===== src/rtl/median_feeder.sv =====
// Raster pixel feeder for a 3x3 median stage: two line buffers build each window,
// then its nine pixels are serialised row-major; optional WIN_CNT via MEDIAN_FEEDER_WINCNT_EN.
module median_feeder #(
    parameter int W     = 8,
    parameter int IMG_W = 16,
    parameter int IMG_H = 16
) (
    input  logic         CLK,
    input  logic         nRST,
    input  logic [W-1:0] PIX_I,
    input  logic         PIX_VALID,
    output logic         PIX_READY,
    output logic [W-1:0] DO,
    output logic         DSO,
`ifdef MEDIAN_FEEDER_WINCNT_EN
    output logic [15:0]  WIN_CNT,
`endif
    input  logic         MED_DSO
);

    localparam int XW = $clog2(IMG_W);
    localparam int YW = $clog2(IMG_H);

    typedef enum logic [1:0] {IDLE, SEND, WAIT} state_t;

    state_t         state, state_d;
    logic [XW-1:0]  x;
    logic [YW-1:0]  y;
    logic [3:0]     idx;
    logic           ready, dso, accept, x_last, y_last, win_done;
    logic [W-1:0]   lb1 [IMG_W];
    logic [W-1:0]   lb2 [IMG_W];
    logic [W-1:0]   win [9];

    assign accept   = PIX_VALID && ready;
    assign x_last   = (x == XW'(IMG_W - 1));
    assign y_last   = (y == YW'(IMG_H - 1));
    assign win_done = (x >= XW'(2)) && (y >= YW'(2));

    always_ff @(posedge CLK or negedge nRST) begin
        if (!nRST) state <= IDLE;
        else       state <= state_d;
    end

    always_comb begin
        state_d = state;
        ready   = 1'b0;
        dso     = 1'b0;
        case (state)
            IDLE: begin
                ready = 1'b1;
                if (accept && win_done) state_d = SEND;
            end
            SEND: begin
                dso = 1'b1;
                if (idx == 4'd8) state_d = WAIT;
            end
            WAIT: begin
                if (MED_DSO) state_d = IDLE;
            end
            default: state_d = IDLE;
        endcase
    end

    assign PIX_READY = ready;
    assign DSO       = dso;
    assign DO        = dso ? win[idx] : '0;

    always_ff @(posedge CLK or negedge nRST) begin
        if (!nRST) begin
            x <= '0;
            y <= '0;
        end else if (accept) begin
            if (x_last) begin
                x <= '0;
                y <= y_last ? '0 : y + YW'(1);
            end else begin
                x <= x + XW'(1);
            end
        end
    end

    always_ff @(posedge CLK or negedge nRST) begin
        if (!nRST)                  idx <= '0;
        else if (state != SEND)     idx <= '0;
        else if (idx == 4'd8)       idx <= '0;
        else                        idx <= idx + 4'd1;
    end

    // Line buffers hold no reset: rows of a new frame overwrite them before any window uses them.
    always_ff @(posedge CLK) begin
        if (accept) begin
            lb2[x] <= lb1[x];
            lb1[x] <= PIX_I;
        end
    end

    always_ff @(posedge CLK or negedge nRST) begin
        if (!nRST) begin
            for (int i = 0; i < 9; i++) win[i] <= '0;
        end else if (accept) begin
            for (int r = 0; r < 3; r++) begin
                win[3*r]   <= win[3*r+1];
                win[3*r+1] <= win[3*r+2];
            end
            win[2] <= lb2[x];
            win[5] <= lb1[x];
            win[8] <= PIX_I;
        end
    end

`ifdef MEDIAN_FEEDER_WINCNT_EN
    always_ff @(posedge CLK or negedge nRST) begin
        if (!nRST)
            WIN_CNT <= '0;
        else if (accept && x == '0 && y == '0)
            WIN_CNT <= '0;
        else if (state == IDLE && state_d == SEND)
            WIN_CNT <= WIN_CNT + 16'd1;
    end
`endif

endmodule


===== config.mk =====
export PLATFORM = sky130hd
export DESIGN_NAME = median_feeder
export DESIGN_NICKNAME = d
export VERILOG_FILES = /design/src/rtl/median_feeder.sv
export SDC_FILE = /design/constraint.sdc
export NUM_CORES = 1
export LEC_CHECK = 0
export CAP_MARGIN = 0
export CORE_UTILIZATION = 50
export CTS_CLUSTER_SIZE = 12
export DETAILED_ROUTE_END_ITERATION = 8
export HOLD_SLACK_MARGIN = 0.08
export PLACE_DENSITY = 0.7
export SLEW_MARGIN = 10
export SYNTH_ARGS = -nofsm -noshare
export SYNTH_HDL_FRONTEND = slang
export SYNTH_SLANG_ARGS = --single-unit

===== constraint.sdc =====
create_clock -name CLK -period 7.2 [get_ports CLK]
set_input_delay 1.8 -clock CLK [delete_from_list [all_inputs] [get_ports CLK]]
set_output_delay 1.8 -clock CLK [all_outputs]
set_load 0.01 [all_outputs]

==> results of run 1 <==
[cells by family (layout without fill, tap and decap cells)]
family,count (synthesis),after routing
xor+xnor,4,4
flops,342,342
compound gates,86,86
buf+inv,60,103
simple gates,284,284
mux,114,114
fa+ha+maj,8,8
[stage by stage]
step / hold slack (ps) / area, µm² / setup WS [ps] / util, %
after floorplan: 441 / 13900 / 2950 / -
after global placement: 454 / 14500 / 2710 / 53.4
after detailed placement: 461 / 14500 / 2690 / 53.4
after CTS: 476 / 15600 / 2710 / 57.5
after global routing: 497 / 15600 / 2600 / 57.6
final: 474 / 15600 / 2740 / 57.6
[power by group]
| group | switching, mW | internal, mW | total, mW |
|---|---|---|---|
| combinational | 1.28 | 0.804 | 2.09 |
| sequential | 0.234 | 2.63 | 2.87 |
| clock | 0.723 | 1.04 | 1.76 |
| total | 2.24 | 4.48 | 6.72 |
[critical path, delay by kind of cell, from the launching register on]
family,cells,cell delay [ps]
flip-flops,1,320
multiplexers,1,600
AO/OA/AOI/OAI,1,200
AND/OR/NAND/NOR,1,90
buffers and inverters,2,910
[state kept, by name, summed over array words and instances, names as in the netlist]
name / flops
lb1: 128
lb2: 128
win: 72
idx: 4
x: 4
y: 4
state: 2
[synthesized netlist by cell type, types with 2 or more instances]
library cell and count:
clkbuf_1 21, buf_4 2, dfrtp_1 86, nor3_1 18
and2_1 2, a21oi_1 13, xnor2_1 3, nand3b_1 2
inv_1 6, o22ai_1 5, a31oi_1 10, o221ai_1 4
o41ai_1 3, mux4_2 49, nand2_1 199, o21ai_0 14
buf_2 19, nand2b_1 4, buf_6 3, nor2b_1 2
buf_1 6, mux4_1 9, mux2i_1 48, mux2_2 8
a22oi_1 12, o32ai_1 4, o211ai_1 12, a221o_1 8
edfxtp_1 256, nand3_1 7, nor2_1 44, ha_1 8
[metal layers]
metal | global-route usage [%] | vias up
li1 | - | 3431
met1 | 32.3 | 3886
met2 | 33.6 | 300
met3 | 2.97 | 55
met4 | 8.34 | 0
met5 | 0 | -
[cell type report]
cell class	instances	area [µm²]
well taps	372	465
inverters	8	30.0
clock inverters	11	83.8
flip-flops and latches	342	9840
clock buffers	50	1040
fillers	2065	11500
multi-input cells	496	3880
repair buffers	34	305
[worst paths after layout]
path                       slack, ps                  end           startpoint  depth (start not counted)
max                             2740                DO[0]     idx[0]$_DFF_PN0_                          5
min                              470  win[41]$_DFFE_PN0P_  win[41]$_DFFE_PN0P_                          2
max reg2reg                     3810     y[2]$_DFFE_PN0P_     x[2]$_DFFE_PN0P_                          5
min reg2reg                      470  win[41]$_DFFE_PN0P_  win[41]$_DFFE_PN0P_                          2
max in group asynchronous       4950     x[0]$_DFFE_PN0P_                 nRST                          1
min in group asynchronous       1490   win[9]$_DFFE_PN0P_                 nRST                          1
==> qor.txt, run 1 <==
final antenna diode count = 0
Final setup viols = 0
placer congestion estimate = 0.876
max layer used = met4
CP Data Required Time = 5400 ps
fin. max-slew vios = 0
sequential area share after synthesis = 70.6%
area leader, netlist = edfxtp_1
Total Negative Setup Slacks = 0 ps
Final Hold Vio Count = 0
CTS Hold Bufs = 0
Synth cell types = 43
Mapped Area = 13,900 µm²
core area = 27,200 µm²
Tot Pwr = 6.72 mW
wire per inst = 23.2 µm
Initial Utilization = 51.3%
most frequent cells in the layout = 256 x edfxtp_1, 198 x nand2_1, 82 x dfrtp_1
Die Area = 28,500 µm²
VDD IR-drop max = 0.182 mV
global route overflow = 0
syn_nets = 918
Least-Margin Pin Slew = 1090 ps
RSZ-0062 raised after global routing = false
postcts setup bufs = 0
htree depth = 2
DRC viols = 0
area grow syn2layout = 12.3%
DRT antenna net count = 0
routed wl met3 = 1.94 mm
Pre-antenna DRT Iters = 5
Compound-Gate Fraction of Synth Area = 4.26%
number of global-route vias before repair = 7,465
Post-Synth Simple-Gate Area = 8.29%
leading post-synthesis cells by cell area = edfxtp_1 55%, dfrtp_1 15%, mux4_2 7.9%
Clk Latency, worst-skew pair = 520 ps
post-synthesis mux area share = 13.7%
worst-case clock buffer depth = 3
first-pass GRT wire length = 46.0 mm
vias = 7,672
total wire length = 30.4 mm
CTS tree = yes
Setup crit end kind = output port
LEAKAGE = 5.61 nW
port bufs = 21
Synth Instances = 898
final period utilization = 61.9%
main combinational cell family by area after synthesis = multiplexers
syn_area_per_cell = 15.5 µm²
final cell count without fillers = 1,313
FFs w/ async S/R, synth = 25.1%
Detailed Route Iter0 Violations = 876
met1 wire length = 13.4 mm
FMAX = 224 MHz
Die Height = 169 µm
num rows = 60
number of synthesized flops with an enable pin = 256
pwr/cell area = 429 nW/µm²
Yosys Warn Count = 0
Slew headroom = 27.3%
Tmin final = 4460 ps
clock skew = 21.6 ps
root buffer cell = clkbuf_16
post-synth top area share = 55.2%
routed wl met2 = 14.0 mm
Worst EP arrival = 2660 ps
hpwl dp = 18.4 mm
CP max stage delay = 600 ps
Synth Register Bits = 342
Post-Synth XOR/XNOR Area = 0.252%
status = finished clean
Inst Count DP = 1,252
Crit Path Category = reg2out
Resized cells post-CTS = 0
CTS clock-pin slew for the worst setup and hold paths = 60 ps
slowest stage cell, crit path = mux4_2
largest net degree at the start of global routing = 87
commonest non-fill, non-tap cell in the layout = edfxtp_1
DR vias/cell = 5.84
maximum fanout along the worst path = 29
share of cells above drive strength 1 = 16.0%
nets = 939
initial antenna violation count = 0
clk sinks = 342
CP startpoint kind = flip-flop
total CTS buffers = 37
num ports = 22
Synth Flop Type = edfxtp_1
Post-Synth Adder-Cell Area = 0.719%
# Max-Cap Violations = 0
global-route usage over all layers = 22.0%
Die Width = 169 µm
CP Cell Sequence = buf_4 -> mux4_2 -> o211ai_1 -> nand2_1 -> clkdlybuf4s50_1
Hold Crit Class = reg2reg
Note: power is estimated with default switching activity, not from simulation.
==> run 2: changes to the inputs <==
- clock period: 7.2 -> 4.3 ns (I/O delays scaled with it)
==> run 2 against run 1 <==
Net effect: flip-flop and latch count unchanged; via count is 3.4% higher; sequential share of layout area fell by 1.2 points; worst setup slack got worse by 2400 ps; non-clock buffer count is 34 higher; critical path depth up 1.
==> qor.txt, run 2 (synthesized netlist as in run 1, its figures left out) <==
commonest non-fill, non-tap cell in the layout = edfxtp_1 (unchanged)
total wire length = 31.9 mm (was 30.4 mm)
Worst EP arrival = 2900 ps (was 2660 ps)
tightest hold margin = 473 ps (was 474 ps)
hpwl dp = 19.9 mm (was 18.4 mm)
Critical R2R Launch = x[0]$_DFFE_PN0P_ (was x[2]$_DFFE_PN0P_)
most frequent cells in the layout = 256 x edfxtp_1, 198 x nand2_1, 82 x dfrtp_1 (unchanged)
largest net degree at the start of global routing = 73 (was 87)
CP max stage delay = 940 ps (was 600 ps)
initial antenna violation count = 0 (unchanged)
worst-case clock buffer depth = 3 (unchanged)
nets = 973 (was 939)
DRT antenna net count = 0 (unchanged)
first-pass GRT wire length = 49.0 mm (was 46.0 mm)
htree depth = 2 (unchanged)
RSZ-0062 raised after global routing = false (unchanged)
num rows = 60 (unchanged)
Total Negative Setup Slacks = 0 ps (unchanged)
clk sinks = 342 (unchanged)
Hold Crit Class = reg2reg (unchanged)
Clk Latency, worst-skew pair = 530 ps (was 520 ps)
Tot Pwr = 11.3 mW (was 6.72 mW)
Die Area = 28,500 µm² (unchanged)
VDD IR-drop max = 0.344 mV (was 0.182 mV)
Final Hold Vio Count = 0 (unchanged)
# Max-Cap Violations = 0 (unchanged)
Tmin final = 3980 ps
Pre-antenna DRT Iters = 5 (unchanged)
number of global-route vias before repair = 7,939 (was 7,465)
LEAKAGE = 5.81 nW (was 5.61 nW)
Detailed Route Iter0 Violations = 849 (was 876)
Least-Margin Pin Slew = 1020 ps (was 1090 ps)
global-route usage over all layers = 23.3% (was 22.0%)
Worst path top cell family by delay = flip-flops (was buffers and inverters)
reg-to-reg setup timing slack = 1370 ps (was 3810 ps)
core area = 27,200 µm² (unchanged)
Die Width = 169 µm (unchanged)
total CTS buffers = 37 (unchanged)
final period utilization = 92.5%
fin. max-slew vios = 0 (unchanged)
CP Launch Point = idx[0]$_DFF_PN0_ (unchanged)
hold path startpoint = win[47]$_DFFE_PN0P_ (was win[41]$_DFFE_PN0P_)
Buf/Inv on CP = 2 (unchanged)
num ports = 22 (unchanged)
Final Util = 58.7% (was 57.6%)
global route overflow = 0 (unchanged)
clock skew = 11.9 ps (was 21.6 ps)
root buffer cell = clkbuf_16 (unchanged)
wire per inst = 23.7 µm (was 23.2 µm)
Fillers = 2,059 (was 2,065)
CTS tree = yes (unchanged)
DRC viols = 0 (unchanged)
Initial Utilization = 51.3% (unchanged)
share of cells above drive strength 1 = 18.3% (was 16.0%)
Die Height = 169 µm (unchanged)
CTS clock-pin slew for the worst setup and hold paths = 50 ps (was 60 ps)
CP startpoint kind = flip-flop (unchanged)
CTS Hold Bufs = 0 (unchanged)
maximum fanout along the worst path = 18 (was 29)
Top Registers = lb1 (128), lb2 (128), win (72) (unchanged)
vias = 7,934 (was 7,672)
Setup crit end kind = output port (unchanged)
CP Cell Sequence = buf_4 -> mux2i_1 -> a22oi_1 -> o211ai_1 -> nand2_1 -> clkdlybuf4s50_1 (was buf_4 -> mux4_2 -> o211ai_1 -> nand2_1 -> clkdlybuf4s50_1)
status = finished clean (unchanged)
placer congestion estimate = 0.788 (was 0.876)
final antenna diode count = 0 (unchanged)
slowest stage cell, crit path = dfrtp_1 (was mux4_2)
Final setup viols = 0 (unchanged)
Crit Path Category = reg2out (unchanged)
area grow syn2layout = 14.5% (was 12.3%)
port bufs = 21 (unchanged)
CP Data Required Time = 3220 ps (was 5400 ps)
DR vias/cell = 5.89 (was 5.84)
FMAX = 251 MHz
pwr/cell area = 708 nW/µm² (was 429 nW/µm²)
Slew headroom = 31.8% (was 27.3%)
run 2: worst paths after layout:
kind,end,depth (start not counted)
setup / recovery,DO[0],6
hold / removal,win[47]$_DFFE_PN0P_,2
setup reg to reg,lb1[15][3]$_DFFE_PP_,5
hold reg to reg,win[47]$_DFFE_PN0P_,2
max in group asynchronous,win[69]$_DFFE_PN0P_,2
min in group asynchronous,y[2]$_DFFE_PN0P_,1
run 2: report_power, final:
group	switching [mW]	total, mW	internal, mW
logic	1.90	3.33	1.43
registers	0.551	4.95	4.40
clock network	1.24	3.00	1.76
total	3.70	11.3	7.59
run 2: repair_timing:
action | CTS | global route
setup endpoints to repair | 0 | 6
setup buffers | 0 | 0
gates resized for setup | 0 | 1
hold endpoints to repair | 0 | 0
run 2: final cells by class:
class	count	area (µm²)	share of cell area (%)
clock buffers	49	1000	6.28
flip-flops and latches	342	9840	61.7
clock inverters	12	135	0.847
well taps	372	465	2.92
repair buffers	68	611	3.83
multi-input cells	496	3860	24.2
inverters	8	30.0	0.188
run 2: per-stage QoR:
| step | setup WS, ps | instances | cell area (µm²) |
|---|---|---|---|
| detailed placement | 780 | 1286 | 14800 |
| global placement | 832 | 1286 | 14800 |
| CTS | 212 | 1347 | 15900 |
| finish | 322 | 1347 | 15900 |
| global route | 55.5 | 1347 | 15900 |
| floorplan | 775 | 898 | 13900 |
run 2: routing by layer:
layer / wire length (µm) / GRT usage (%) / up-vias / part of all wire [%]
li1: - / - / 3500 / -
met1: 13400 / 32.4 / 4091 / 42
met2: 15500 / 37.5 / 283 / 49
met3: 2140 / 4.23 / 60 / 6.7
met4: 796 / 7.35 / 0 / 2.5
met5: 0 / 0 / - / 0
run 2: worst min-delay path: stages (launching register included):
cell and delay, ps:
dfrtp_1 340, nand2_1 50, nand2_1 50
